File: src/rtl/cam_capture_pkg.sv
// Shared types and defaults for the OV7670 DVP frame capture stage.
// Optional build macro: CAM_DOWNSCALE_EN (2x2 decimation in cam_frame_capture).
package cam_capture_pkg;

    typedef enum logic [1:0] {
        MODE_RGB565 = 2'd0,
        MODE_RGB444 = 2'd1,
        MODE_YUV    = 2'd2
    } cam_mode_e;

    typedef enum logic [1:0] {
        SYNC,
        FRAME,
        ACTIVE
    } cam_state_e;

    localparam int DEF_DATA_WIDTH = 12;
    localparam int DEF_LINE       = 9;
    localparam int DEF_PIXEL      = 10;
    localparam int DEF_H_ACTIVE   = 640;
    localparam int DEF_V_ACTIVE   = 480;

    // Reserved encoding 3 behaves as RGB565.
    function automatic logic [1:0] norm_mode(input logic [1:0] m);
        if (m == 2'd3)
            return 2'(MODE_RGB565);
        return m;
    endfunction

endpackage

File: src/rtl/cam_pixel_pack.sv
// Combinational packer: camera byte pair plus format to a 4:4:4 pixel.
// Optional build macro: none (CAM_DOWNSCALE_EN lives in the top).
module cam_pixel_pack
    import cam_capture_pkg::*;
(
    input  logic [1:0]  mode,
    input  logic [7:0]  hi,
    input  logic [7:0]  lo,
    output logic [11:0] pixel
);

    always_comb begin
        pixel = {hi[7:4], hi[2:0], lo[7], lo[4:1]};
        unique case (1'b1)
            mode == MODE_RGB444: pixel = {hi[3:0], lo[7:4], lo[3:0]};
            // YUV: lo carries Y, U/V in hi are dropped.
            mode == MODE_YUV:    pixel = {3{lo[7:4]}};
            default: ;
        endcase
    end

endmodule

File: src/rtl/cam_frame_capture.sv
// OV7670 DVP byte stream to frame-buffer pixel writes with coordinates.
// Optional build macro: CAM_DOWNSCALE_EN (2x2 decimation of writes).
module cam_frame_capture
    import cam_capture_pkg::*;
#(
    parameter int CAM_DATA_WIDTH = DEF_DATA_WIDTH,
    parameter int CAM_LINE       = DEF_LINE,
    parameter int CAM_PIXEL      = DEF_PIXEL,
    parameter int H_ACTIVE       = DEF_H_ACTIVE,
    parameter int V_ACTIVE       = DEF_V_ACTIVE
) (
    input  logic                      ov7670_pclk,
    input  logic                      reset_n,
    input  logic                      ov7670_vs,
    input  logic                      ov7670_hs,
    input  logic [7:0]                ov7670_data,
    input  logic [1:0]                i_mode,
    output logic                      we,
    output logic [CAM_DATA_WIDTH-1:0] o_data_wr,
    output logic [CAM_LINE-1:0]       o_line,
    output logic [CAM_PIXEL-1:0]      o_pixel,
    output logic                      o_frame_done,
    output logic                      o_line_err
);

    localparam int BW = CAM_PIXEL + 2;
    localparam logic [CAM_PIXEL-1:0] PIX_MAX    = CAM_PIXEL'(H_ACTIVE);
    localparam logic [CAM_LINE-1:0]  LINE_MAX   = CAM_LINE'(V_ACTIVE);
    localparam logic [BW-1:0]        BYTES_LINE = BW'(2 * H_ACTIVE);
    localparam logic [BW-1:0]        BYTES_SAT  = '1;

    cam_state_e state_q, state_d;

    logic                 vs_d, hs_d;
    logic                 vs_fall, vs_rise, hs_fall;
    logic [1:0]           mode_q;
    logic [7:0]           hi_q;
    logic                 phase_q;
    logic [CAM_PIXEL-1:0] pixel_q;
    logic [CAM_LINE-1:0]  line_q;
    logic [BW-1:0]        byte_q;
    logic                 frame_start, line_end, frame_end, capture;
    logic                 frame_done_d, wr_ok;
    logic [11:0]          pack_data;

    assign vs_fall = vs_d & ~ov7670_vs;
    assign vs_rise = ~vs_d & ov7670_vs;
    assign hs_fall = hs_d & ~ov7670_hs;

`ifdef CAM_DOWNSCALE_EN
    assign wr_ok = (pixel_q < PIX_MAX) && (line_q < LINE_MAX)
                && !pixel_q[0] && !line_q[0];
`else
    assign wr_ok = (pixel_q < PIX_MAX) && (line_q < LINE_MAX);
`endif

    cam_pixel_pack u_pack (
        .mode  (mode_q),
        .hi    (hi_q),
        .lo    (ov7670_data),
        .pixel (pack_data)
    );

    always_ff @(posedge ov7670_pclk or negedge reset_n) begin
        if (!reset_n)
            state_q <= SYNC;
        else
            state_q <= state_d;
    end

    always_comb begin
        state_d     = state_q;
        frame_start = 1'b0;
        line_end    = 1'b0;
        frame_end   = 1'b0;
        capture     = 1'b0;
        unique case (state_q)
            SYNC: begin
                if (vs_fall) begin
                    state_d     = FRAME;
                    frame_start = 1'b1;
                end
            end
            FRAME: begin
                if (vs_rise) begin
                    state_d   = SYNC;
                    frame_end = 1'b1;
                end else if (ov7670_hs) begin
                    state_d = ACTIVE;
                    capture = 1'b1;
                end
            end
            ACTIVE: begin
                // A vs rise also closes the line being captured.
                if (vs_rise || hs_fall)
                    line_end = 1'b1;
                if (vs_rise) begin
                    state_d   = SYNC;
                    frame_end = 1'b1;
                end else if (hs_fall) begin
                    state_d = FRAME;
                end else begin
                    capture = 1'b1;
                end
            end
            default: state_d = SYNC;
        endcase
        frame_done_d = frame_end && ((line_q != '0) || line_end);
    end

    always_ff @(posedge ov7670_pclk or negedge reset_n) begin
        if (!reset_n) begin
            vs_d         <= 1'b0;
            hs_d         <= 1'b0;
            mode_q       <= 2'd0;
            hi_q         <= 8'd0;
            phase_q      <= 1'b0;
            pixel_q      <= '0;
            line_q       <= '0;
            byte_q       <= '0;
            we           <= 1'b0;
            o_data_wr    <= '0;
            o_line       <= '0;
            o_pixel      <= '0;
            o_frame_done <= 1'b0;
            o_line_err   <= 1'b0;
        end else begin
            vs_d         <= ov7670_vs;
            hs_d         <= ov7670_hs;
            we           <= 1'b0;
            o_frame_done <= frame_done_d;
            if (frame_start) begin
                mode_q     <= norm_mode(i_mode);
                phase_q    <= 1'b0;
                pixel_q    <= '0;
                line_q     <= '0;
                byte_q     <= '0;
                o_line_err <= 1'b0;
            end
            if (line_end) begin
                if (line_q != LINE_MAX)
                    line_q <= line_q + 1'b1;
                phase_q <= 1'b0;
                pixel_q <= '0;
                byte_q  <= '0;
                if (byte_q != BYTES_LINE)
                    o_line_err <= 1'b1;
            end
            if (capture) begin
                if (byte_q != BYTES_SAT)
                    byte_q <= byte_q + 1'b1;
                phase_q <= ~phase_q;
                if (!phase_q) begin
                    hi_q <= ov7670_data;
                end else begin
                    if (pixel_q != PIX_MAX)
                        pixel_q <= pixel_q + 1'b1;
                    if (wr_ok) begin
                        we        <= 1'b1;
                        o_data_wr <= pack_data;
`ifdef CAM_DOWNSCALE_EN
                        o_line    <= line_q >> 1;
                        o_pixel   <= pixel_q >> 1;
`else
                        o_line    <= line_q;
                        o_pixel   <= pixel_q;
`endif
                    end
                end
            end
        end
    end

endmodule

File: config.mk
export PLATFORM = sky130hd
export DESIGN_NAME = cam_frame_capture
export DESIGN_NICKNAME = d
export VERILOG_FILES = /design/src/rtl/cam_capture_pkg.sv /design/src/rtl/cam_pixel_pack.sv /design/src/rtl/cam_frame_capture.sv
export SDC_FILE = /design/constraint.sdc
export NUM_CORES = 1
export LEC_CHECK = 0
export ABC_AREA = 1
export BUFFER_PORTS_ARGS = -buffer_cell sky130_fd_sc_hd__clkbuf_2
export CAP_MARGIN = 25
export CELL_PAD_IN_SITES_DETAIL_PLACEMENT = 0
export CELL_PAD_IN_SITES_GLOBAL_PLACEMENT = 1
export CORE_ASPECT_RATIO = 1.25
export CORE_UTILIZATION = 47
export DETAILED_ROUTE_END_ITERATION = 12
export PLACE_DENSITY_LB_ADDON = 0.1
export SLEW_MARGIN = 20
export SYNTH_ARGS = -nofsm -noshare
export SYNTH_HDL_FRONTEND = slang
export SYNTH_SLANG_ARGS = --single-unit
File: constraint.sdc
create_clock -name ov7670_pclk -period 2.66 [get_ports ov7670_pclk]
set_input_delay 0.266 -clock ov7670_pclk [delete_from_list [all_inputs] [get_ports ov7670_pclk]]
set_output_delay 0.266 -clock ov7670_pclk [all_outputs]
set_load 0.05 [all_outputs]
==> results of run 1 <==
## cells in the final DEF, fill, tap and decap left out, drive strengths merged
master      n
ha         12
a21oi      10
buf         3
clkbuf     55
inv        61
clkinv      3
a211oi      1
mux2i       4
nor4        1
a22oi       1
o21ai      58
xor2       10
a31oi       1
nor3        9
xnor2       3
dfrtp      80
bufinv      1
or2         1
nand2     186
nand4       4
nand3      52
nor2       25
o31ai       1
clkinvlp    2
## report_power, final
part           internal, mW  leakage (nW)  switching (mW)
logic                 0.473          1.32            1.24
clock network         0.443        0.0964           0.486
registers              1.46          1.08           0.167
total                  2.37          2.50            1.90
## path summary, 6_finish.rpt
check	slack, ns	start	endpoint	cells after the start
hold / removal	-0.06	reset_n	o_data_wr[0]	1
setup / recovery	0.56	state_q[0]	o_line[6]	9
setup reg to reg	0.56	state_q[0]	o_line[6]	9
min in group ov7670_pclk	0.05	ov7670_hs	hs_d	1
max in group asynchronous	2.23	reset_n	o_data_wr[6]	1
hold reg to reg	0.48	hi_q[4]	hi_q[4]	2
## Yosys cell counts, types with 2 or more instances
| master | count | area (sq um) |
|---|---|---|
| buf_2 | 5 | 25.02 |
| o21ai_0 | 21 | 105.1 |
| o21ai_1 | 10 | 50.05 |
| clkbuf_1 | 2 | 7.510 |
| ha_1 | 12 | 150.1 |
| nand2_1 | 178 | 668.1 |
| a21oi_1 | 10 | 50.05 |
| nand4_1 | 4 | 25.02 |
| xor2_1 | 10 | 87.58 |
| nand3_1 | 51 | 255.2 |
| xnor2_1 | 3 | 26.28 |
| nand2_2 | 5 | 31.28 |
| mux2i_1 | 4 | 40.04 |
| buf_6 | 5 | 56.30 |
| inv_1 | 53 | 198.9 |
| nor2_1 | 21 | 78.83 |
| inv_2 | 5 | 18.77 |
| nor2_2 | 4 | 25.02 |
| dfrtp_1 | 80 | 2002 |
| nand2_4 | 3 | 33.78 |
| o21ai_2 | 27 | 236.5 |
| nor3_1 | 8 | 40.04 |
## metrics by stage
| step | std cells | hold slack, ns |
|---|---|---|
| 6_report | 704 | -0.05694 |
| 5_1_grt | 704 | 0.005408 |
| 4_1_cts | 704 | 0.03566 |
| 3_5_place_dp | 688 | 0.4218 |
| 3_3_place_gp | 688 | 0.4215 |
| 2_1_floorplan | 533 | -0.02959 |
## cell families (layout without fill, tap and decap cells)
logic type,count (synthesis),after routing
xor+xnor,13,13
compound gates,72,72
mux,4,4
flops,80,80
buf+inv,74,125
fa+ha+maj,12,12
simple gates,278,278
## per-layer routing
layer	routed length (um)	vias up	track usage (%)
met5	0	-	0
met4	169	0	9.133
met3	222	11	2.422
met2	4847	57	38.76
met1	4190	1630	26.38
li1	-	1797	-
## state kept, by name (all words and copies together), names as in the netlist
name / flops
state_q: 2
o_frame_done: 1
o_pixel: 10
hi_q: 8
pixel_q: 10
we: 1
o_line: 9
vs_d: 1
line_q: 9
o_data_wr: 12
o_line_err: 1
byte_q: 12
mode_q: 2
hs_d: 1
phase_q: 1
## final cells by class
type | instances | area (sq um)
clock inverters | 7 | 80.08
clock buffers | 9 | 123.9
multi-input cells | 379 | 1969
inverters | 60 | 232.7
fillers | 872 | 3981
flip-flops and latches | 80 | 2002
well taps | 120 | 150.1
repair buffers | 49 | 256.5
==> impl_metrics.json, run 1 <==
{
  "outcome": "complete, but fails checks",
  "violations": "negative hold slack",
  "synth_mux_area_share_pct": 0.9278,
  "yosys.area_share.simple_pct": 27.57,
  "yosys_warnings": 0,
  "setup_viol": 0,
  "hold_buffers": 0,
  "ys_types": 34,
  "synth_ff_type": "dfrtp_1",
  "gp_congestion": 0.8473,
  "io_pins": 48,
  "synthesis.area_sq_um": 4315,
  "routedWlPerCell_um": 13.39,
  "yosys.area_share.xor_xnor_pct": 2.638,
  "cp.required_ns": 2.88,
  "antenna_found_initial": 0,
  "dr.pass1.iters": 4,
  "synth_compound_area_share_pct": 11.02,
  "cp_cell_sequence": "inv_1 > ha_1 > nand3_2 > nand2_2 > nand2_4 > inv_4 > nand2_4 > nand2_1 > o21ai_2",
  "clock_path_buffers": 2,
  "finalWirelength_um": 9428,
  "crit_type": "register to register",
  "viasPerCell": 4.964,
  "leakage_nw": 2.499,
  "hold_slack_ns": -0.05694,
  "cts_setup_buffers": 0,
  "worst_setup_path_end_kind": "register",
  "drive_gt1_share_pct": 19.69,
  "cp_max_fo": 60,
  "synthAdderAreaFrac_pct": 3.479,
  "fin_setup_tns_ns": 0,
  "grt_pass1_vias": 3303,
  "cts.repair.resized": 0,
  "antenna_cells": 0,
  "insertion_delay_ns": 0.36,
  "powerDensity_nw_per_um2": 886.5,
  "fin_util_pct": 54.74,
  "start_util_pct": 49.06,
  "ir_worst_vdd_v": 0.0004204,
  "cp-start-kind": "register",
  "slowest_delay_ns": 0.42,
  "synth.avg_cell_area_sq_um": 8.096,
  "slew_headroom_pct": 48.92,
  "final_max_slew_viol_count": 0,
  "finClkSkew_ns": 0.009138,
  "fin_ws_ns": 0.5594,
  "cts_sinks": 80,
  "dr.first_iter.drc_count": 139,
  "die_h_um": 109.1,
  "cts_root_buffer": "clkbuf_8",
  "synth-edff-count": 0,
  "dp_hpwl_um": 6810,
  "hold_viol": 80,
  "dieWidth_um": 87.71,
  "power_mw": 4.268,
  "cp_slowest_cell": "dfrtp_1",
  "coreArea_sq_um": 8796,
  "crit_buf_inv": 2,
  "rsz0062_at_grt": "no",
  "cts_tree": "built",
  "hold_class": "primary input to asynchronous set/reset pin",
  "grt_pass1_wl_um": 15790,
  "area_delta_synth_final_pct": 11.57,
  "synth_seq_area_share_pct": 46.39,
  "mappedNetlistNets": 559,
  "period_share_pct": 78.97,
  "rows": 38,
  "port_buffers": 47,
  "drtAntennaViolNets": 0,
  "ys_ff_latch": 80,
  "final_area_sq_um": 4815,
  "max_freq_ghz": 0.4761,
  "synth_top_family_by_area": "simple AND/OR/NAND/NOR gates",
  "period_needed_ns": 2.101,
  "syn_inst": 533,
  "preCtsSetupSlack_ns": 0.5529,
  "path_common_cell": "nand2_4",
  "drv_cap": 0,
  "critPathTopFamily": "simple AND/OR/NAND/NOR gates",
  "die-area_sq_um": 9571,
  "finalNetCount": 605,
  "drc": 0,
  "postPlaceCellArea_sq_um": 4607,
  "vias": 3495,
  "path_clk_slew_ns": 0.09,
  "cts_buffers": 9,
  "grt_use_total_pct": 21.76,
  "h-tree-depth": 3,
  "gr-total-overflow": 0,
  "cp_data_arrival_time_ns": 2.32,
  "worst_pin_slew_ns": 0.7662,
  "async_reset_ff_share_pct": 100.0,
  "grt_max_degree": 81
}
(Power assumes the default switching activity.)
==> inputs of run 2 (changes only) <==
--- a/config.mk
+++ b/config.mk
@@ -5,13 +5,13 @@
 export SDC_FILE = /design/constraint.sdc
 export NUM_CORES = 1
 export LEC_CHECK = 0
-export ABC_AREA = 1
+export ABC_AREA = 0
 export BUFFER_PORTS_ARGS = -buffer_cell sky130_fd_sc_hd__clkbuf_2
 export CAP_MARGIN = 25
 export CELL_PAD_IN_SITES_DETAIL_PLACEMENT = 0
 export CELL_PAD_IN_SITES_GLOBAL_PLACEMENT = 1
 export CORE_ASPECT_RATIO = 1.25
-export CORE_UTILIZATION = 47
+export CORE_UTILIZATION = 41
 export DETAILED_ROUTE_END_ITERATION = 12
 export PLACE_DENSITY_LB_ADDON = 0.1
 export SLEW_MARGIN = 20
==> constraint.sdc (replaced) <==
create_clock -name ov7670_pclk -period 1.84 [get_ports ov7670_pclk]
set_input_delay 0.184 -clock ov7670_pclk [delete_from_list [all_inputs] [get_ports ov7670_pclk]]
set_output_delay 0.184 -clock ov7670_pclk [all_outputs]
set_load 0.05 [all_outputs]
==> run 2 against run 1 <==
  * The flow finishes with violations (negative setup slack)
  * Synthesized area decreased by 6.8%
  * Sequential share of layout area decreased by 4.8 points
  * Setup slack got worse by 0.62 ns
  * Global-route usage decreased by 1.7 points
  * First-iteration DRC count decreased by 27%
  * Routed wire length increased by 2.0%
  * Critical path depth decreased by 2
  * Count of clock-buffer cells in the layout increased by 2
  * Power increased by 74%
  * Combinational power increased by 85%
  * Core utilization increased by 2.2 points
  * Fmax increased by 11%
  * Critical path type unchanged
  * Largest power group unchanged
==> impl_metrics.json, run 2 <==
{
  "outcome": "complete, but fails checks",
  "violations": "negative setup slack",
  "preCtsSetupSlack_ns": -0.1159,
  "area_delta_synth_final_pct": 35.25,
  "period_needed_ns": 1.900,
  "port_buffers": 47,
  "cts_tree": "built",
  "gr-total-overflow": 0,
  "setup_viol": 23,
  "worst_setup_path_end_kind": "register",
  "yosys_warnings": 0,
  "dieWidth_um": 90.58,
  "antenna_found_initial": 0,
  "ys_top_cells_by_area": "dfrtp_1 50%, nand2_1 6.9%, o21ai_0 4.4%",
  "hold_slack_ns": 0.02277,
  "yosysMostFrequentCell": "dfrtp_1",
  "cp.required_ns": 2.07,
  "routedWlPerCell_um": 14.65,
  "die-area_sq_um": 10210,
  "viasPerCell": 5.194,
  "powerDensity_nw_per_um2": 1369,
  "antenna_cells": 0,
  "mappedNetlistNets": 445,
  "grt_max_degree": 32,
  "final_area_sq_um": 5439,
  "final_max_slew_viol_count": 0,
  "met3_usage_pct": 3.226,
  "finalWirelength_um": 9613,
  "synth_top_area_share_pct": 49.78,
  "clock_path_buffers": 2,
  "fin_cells": 656,
  "grt_use_total_pct": 20.10,
  "busiest_layer": "met2",
  "postPlaceCellArea_sq_um": 4835,
  "cts_root_buffer": "clkbuf_16",
  "synth_ff_type": "dfrtp_1",
  "async_reset_ff_share_pct": 100.0,
  "rsz0062_at_grt": "yes",
  "synth_top_area_cell": "dfrtp_1",
  "grt_pass1_wl_um": 16010,
  "crit_type": "register to register",
  "max_freq_ghz": 0.5262,
  "start_util_pct": 42.07,
  "drtAntennaViolNets": 0,
  "gp_congestion": 0.7737,
  "hold_viol": 0,
  "coreArea_sq_um": 9559,
  "layout_commonest_cell": "dfrtp_1",
  "finalNetCount": 551,
  "cp_data_arrival_time_ns": 2.13,
  "use_met2_pct": 31.82,
  "synth_seq_area_share_pct": 49.78,
  "drive_gt1_share_pct": 36.04,
  "hold_class": "primary input to register",
  "place_inst": 634,
  "worst_pin_slew_ns": 0.3983,
  "synth-edff-count": 0,
  "finClkSkew_ns": 0.007345,
  "slowest_delay_ns": 0.43,
  "grt_pass1_vias": 3218,
  "dr.first_iter.drc_count": 102,
  "mostFrequentLayoutCells": "79 x dfrtp_1, 63 x nand2_1, 53 x buf_4",
  "synthesis.area_sq_um": 4021,
  "vias": 3407,
  "dr.pass1.iters": 4,
  "cts_buffers": 9,
  "cp-start-kind": "register",
  "synth.avg_cell_area_sq_um": 9.598,
  "insertion_delay_ns": 0.34,
  "h-tree-depth": 3,
  "drv_cap": 0,
  "cp_max_fo": 6,
  "grt_use_met1_pct": 26.58,
  "syn_inst": 419,
  "slew_headroom_pct": 73.16,
  "period_share_pct": 103.3,
  "cp_cell_sequence": "inv_2 > ha_4 > o21a_4 > o211a_4 > and3_4 > and3_1 > a211o_1",
  "ys_types": 57,
  "synth_common_cells": "80 x dfrtp_1, 74 x nand2_1, 35 x o21ai_0",
  "drc": 0,
  "ir_worst_vdd_v": 0.0005744,
  "top_regs": "byte_q: 12 flops, o_data_wr: 12 flops",
  "ys_ff_latch": 80,
  "leakage_nw": 2.645,
  "power_mw": 7.447,
  "cp_slowest_cell": "dfrtp_1",
  "path_clk_slew_ns": 0.06,
  "fin_ws_ns": -0.06047,
  "rows": 40,
  "die_h_um": 112.7,
  "io_pins": 48,
  "cts_sinks": 80,
  "dp_hpwl_um": 7028
}
-- run 2: cell count changes after synthesis, moves of 11 or more --
cell and delta:
and3_1 +11, inv_1 -38, nand2_1 -104, nand3_1 -27
o21ai_0 +14, o21ai_2 -27
-- run 2: layout make-up --
type	instances	area, sq um
Fill cell	887	4120
Multi-Input combinational cell	306	2097
Sequential cell	80	2003
Timing Repair Buffer	113	812.0
Clock buffer	11	252.7
Tap cell	126	157.7
Inverter	15	61.31
Clock inverter	5	55.05
-- run 2: metrics by stage --
stage / setup TNS (ns) / utilization (%)
after floorplan: -0.6243 / -
after global placement: -0.1743 / 50.58
after detailed placement: -1.973 / 50.58
after CTS: -0.4094 / 54.21
after global routing: -4.794 / 56.90
final: -0.7448 / 56.90
-- run 2: power by group --
part           total, mW  switching (mW)  leakage, nW  internal [mW]
logic               3.19            1.85         1.43           1.34
registers           2.42           0.288         1.07           2.13
clock network       1.84           0.719        0.148           1.12
-- run 2: per-layer routing --
layer / wire length, um / up-vias / part of all wire [%]
met5: 0 / - / 0
met4: 216 / 0 / 2.2
met3: 251 / 13 / 2.6
met2: 4637 / 53 / 48
met1: 4507 / 1649 / 47
li1: - / 1692 / -
-- run 2: worst max-delay path: cells and delay by family (launching register included) --
| family | cells | cell delay (ns) |
|---|---|---|
| compound gates | 3 | 0.71 |
| simple gates | 2 | 0.37 |
| fa+ha+maj | 1 | 0.17 |
| flops | 1 | 0.43 |
| buf+inv | 1 | 0.10 |
-- run 2: path summary, 6_finish.rpt --
check                            from           end  slack, ns  cells after the start
max                        state_q[1]    pixel_q[4]      -0.06                      7
min                         ov7670_hs          hs_d       0.02                      1
max reg2reg                state_q[1]    pixel_q[4]      -0.06                      7
min reg2reg                o_pixel[3]    o_pixel[3]       0.47                      2
max in group asynchronous     reset_n    pixel_q[3]       0.91                      3
min in group asynchronous     reset_n  o_data_wr[9]       0.31                      2
-- run 2: cell families after synthesis --
kind of cell / synth area share (%)
muxes: 2.769
DFF: 49.78
xor gates and xnor gates: 1.307
buffers and inverters: 3.578
AOI/OAI and AO/OA: 15.43
and+or+nand+nor: 23.40
adders and majority gates: 3.734
-- run 2: what timing repair did --
action	CTS	global route
setup endpoints to repair	49	65
gates cloned	0	0
endpoints found under the hold margin	29	0
setup buffers	2	3
resized for setup	9	64
pin swaps	1	23
hold buffers	2	0
==> inputs of run 3 (changes only) <==
--- a/config.mk
+++ b/config.mk
@@ -11,10 +11,11 @@
 export CELL_PAD_IN_SITES_DETAIL_PLACEMENT = 0
 export CELL_PAD_IN_SITES_GLOBAL_PLACEMENT = 1
 export CORE_ASPECT_RATIO = 1.25
-export CORE_UTILIZATION = 41
+export CORE_UTILIZATION = 42
 export DETAILED_ROUTE_END_ITERATION = 12
 export PLACE_DENSITY_LB_ADDON = 0.1
 export SLEW_MARGIN = 20
 export SYNTH_ARGS = -nofsm -noshare
 export SYNTH_HDL_FRONTEND = slang
+export SYNTH_HIERARCHICAL = 1
 export SYNTH_SLANG_ARGS = --single-unit
==> run 3 against run 2 <==
  * The flow still finishes with violations (negative setup slack)
  * Clock skew increased by 0.0014 ns
  * Power rose by 4.1%
  * Clock power rose by 5%
  * Design area grew 4.2%
  * Routed wire length grew 1.7%
  * Setup slack worse by 0.17 ns
  * Fmax fell by 8.3%
  * Combinational power grew 8.8%
  * Final cell count fell by 4.6%
  * Synthesized cell count down 8.8%
  * First-iteration DRC count rose by 6.9%
  * Non-clock buffer count is 6 higher
  * Largest cell class unchanged
==> impl_metrics.json, run 3 <==
{
  "outcome": "complete, but fails checks",
  "violations": "negative setup slack",
  "die_h_um": 112.5,
  "cp_data_arrival_time_ns": 2.29,
  "area_delta_synth_final_pct": 38.14,
  "insertion_delay_ns": 0.34,
  "layout_commonest_cell": "dfrtp_1",
  "synth_common_cells": "80 x dfrtp_1, 37 x nand2_1, 28 x mux2_1",
  "synth-edff-count": 0,
  "synthesis.area_sq_um": 4104,
  "vias": 3344,
  "powerDensity_nw_per_um2": 1367,
  "gr-total-overflow": 0,
  "mostFrequentLayoutCells": "79 x dfrtp_1, 50 x buf_4, 46 x clkbuf_2",
  "p_switching_mw": 2.862,
  "multiInputGateArea_sq_um": 2206,
  "worst_pin_slew_ns": 0.4060,
  "synth_seq_area_share_pct": 48.78,
  "cp-start-kind": "register",
  "coreArea_sq_um": 9320,
  "synth_top_area_cell": "dfrtp_1",
  "seq_power_share_pct": 30.3,
  "cp_max_fo": 7,
  "dr.pass1.iters": 4,
  "cts_sinks": 80,
  "clock_path_buffers": 2,
  "ys_top_cells_by_area": "dfrtp_1 49%, mux2_1 7.7%, ha_1 3.7%",
  "cts_tree": "built",
  "dp_hpwl_um": 6523,
  "fillers": 786,
  "yosysMostFrequentCell": "dfrtp_1",
  "power_mw": 7.751,
  "leakage_nw": 2.720,
  "routedWlPerCell_um": 15.62,
  "synth.avg_cell_area_sq_um": 10.74,
  "finClkSkew_ns": 0.008741,
  "rsz0062_at_grt": "yes",
  "period_needed_ns": 2.073,
  "pwr-share-comb_pct": 44.8,
  "drc": 0,
  "final_area_sq_um": 5669,
  "die-area_sq_um": 10170,
  "drive_gt1_share_pct": 40.95,
  "hold_viol": 0,
  "gp_congestion": 0.7983,
  "drv_cap": 0,
  "hold_class": "primary input to register",
  "fin_util_pct": 60.83,
  "grt_max_degree": 37,
  "finalNetCount": 524,
  "cts_buffers": 9,
  "drtAntennaViolNets": 0,
  "ys_types": 58,
  "syn_inst": 382,
  "switching_share_pct": 36.92,
  "setup_viol": 61,
  "ys_ff_latch": 80,
  "cts_root_buffer": "clkbuf_16",
  "worst_setup_path_end_kind": "register",
  "ir_worst_vdd_v": 0.0007192,
  "mappedNetlistNets": 408,
  "viasPerCell": 5.342,
  "regArea_sq_um": 2003,
  "rows": 39,
  "synth_top_area_share_pct": 48.78,
  "pwr-share-clk_pct": 24.9,
  "fin_ws_ns": -0.2327,
  "reg2reg_slack_ns": -0.23,
  "fin_setup_tns_ns": -9.447,
  "dieWidth_um": 90.42,
  "antenna_found_initial": 0,
  "path_clk_slew_ns": 0.06,
  "grt_use_total_pct": 20.42,
  "top_regs": "byte_q: 12 flops, o_data_wr: 12 flops",
  "finalWirelength_um": 9781,
  "synth_ff_type": "dfrtp_1",
  "postPlaceCellArea_sq_um": 4837,
  "start_util_pct": 44.03,
  "max_freq_ghz": 0.4825,
  "port_buffers": 47,
  "dr.first_iter.drc_count": 109,
  "grt_pass1_vias": 3332,
  "power.internal_mw": 4.889,
  "yosys_warnings": 6,
  "final_max_slew_viol_count": 0,
  "period_share_pct": 112.6,
  "slew_headroom_pct": 72.93,
  "crit_type": "register to register",
  "antenna_cells": 0,
  "cp.required_ns": 2.06,
  "io_pins": 48,
  "h-tree-depth": 3,
  "async_reset_ff_share_pct": 100.0,
  "grt_pass1_wl_um": 16400
}
## run 3: cell count changes after synthesis, moves of 5 or more
cell | previous run | this run
mux2_1 | 0 | 28
o21ai_0 | 35 | 25
buf_6 | 0 | 5
nor2_1 | 29 | 11
o21ai_1 | 3 | 12
buf_2 | 10 | 4
nand2_1 | 74 | 37
## run 3: worst max-delay path: stages, from the launching register on
cell      delay (ns)
dfrtp_2         0.43
inv_4           0.08
ha_4            0.13
and2b_1         0.15
o2111a_2        0.29
nand3_4         0.10
nor2_4          0.19
buf_12          0.14
buf_12          0.14
mux2_4          0.30
## run 3: timing repair
| item | in CTS | in global routing |
|---|---|---|
| setup endpoints to repair | 61 | 69 |
| cloned | 3 | 0 |
| hold buffers | 2 | 0 |
| gates resized for setup | 44 | 35 |
| buffers inserted | 15 | 11 |
| endpoints found under the hold margin | 28 | 0 |
| pin swaps | 7 | 13 |
## run 3: metal layers
layer | vias up | part of all wire [%] | global-route usage [%]
li1 | 1639 | - | -
met1 | 1625 | 45 | 25.62
met2 | 63 | 50 | 34.55
met3 | 17 | 3.0 | 3.388
met4 | 0 | 2.3 | 9.247
met5 | - | 0 | 0
## run 3: final timing paths
path                               from            to  cells past startpoint
setup reg to reg             state_q[0]    o_pixel[3]                      9
min in group asynchronous       reset_n  o_frame_done                      2
setup / recovery             state_q[0]    o_pixel[3]                      9
hold / removal                ov7670_hs          hs_d                      1
hold reg to reg            o_data_wr[0]  o_data_wr[0]                      1
max in group asynchronous       reset_n    pixel_q[0]                      3
## run 3: cells by family (layout without fill, tap and decap cells)
family	Yosys count	after routing	synth area share (%)
AOI/OAI and AO/OA	82	82	13.84
xor gates and xnor gates	4	4	0.8538
adders and majority gates	12	12	3.658
buffers and inverters	26	146	3.689
DFF	80	80	48.78
muxes	40	40	10.95
and+or+nand+nor	138	139	18.23
## run 3: power by group through the flow
stage               sequential [mW]  clock [mW]  combinational, mW
finish                         2.35        1.93               3.47
global route                   2.40        2.05               3.75
CTS                            2.35        1.97               3.21
detailed placement             2.36           0               2.84
global placement               2.35           0               2.79
floorplan                      2.88           0               1.44
## run 3: stage by stage
step | setup WS, ns | instances | hold WS (ns)
global route | -0.3005 | 626 | 0.06019
CTS | -0.2177 | 620 | 0.04730
finish | -0.2327 | 626 | 0.06696
detailed placement | -0.3091 | 585 | 0.1399
global placement | -0.2486 | 585 | 0.1427
floorplan | -0.1411 | 382 | -0.1116
## run 3: area by class of cell
cell class                      instances  area share (%)
Multi-Input combinational cell        277           38.91
Timing Repair Buffer                  119           16.57
Tap cell                              123           2.715
Clock inverter                          5           1.412
Clock buffer                           11           4.282
Inverter                               11          0.7725
Sequential cell                        80           35.33
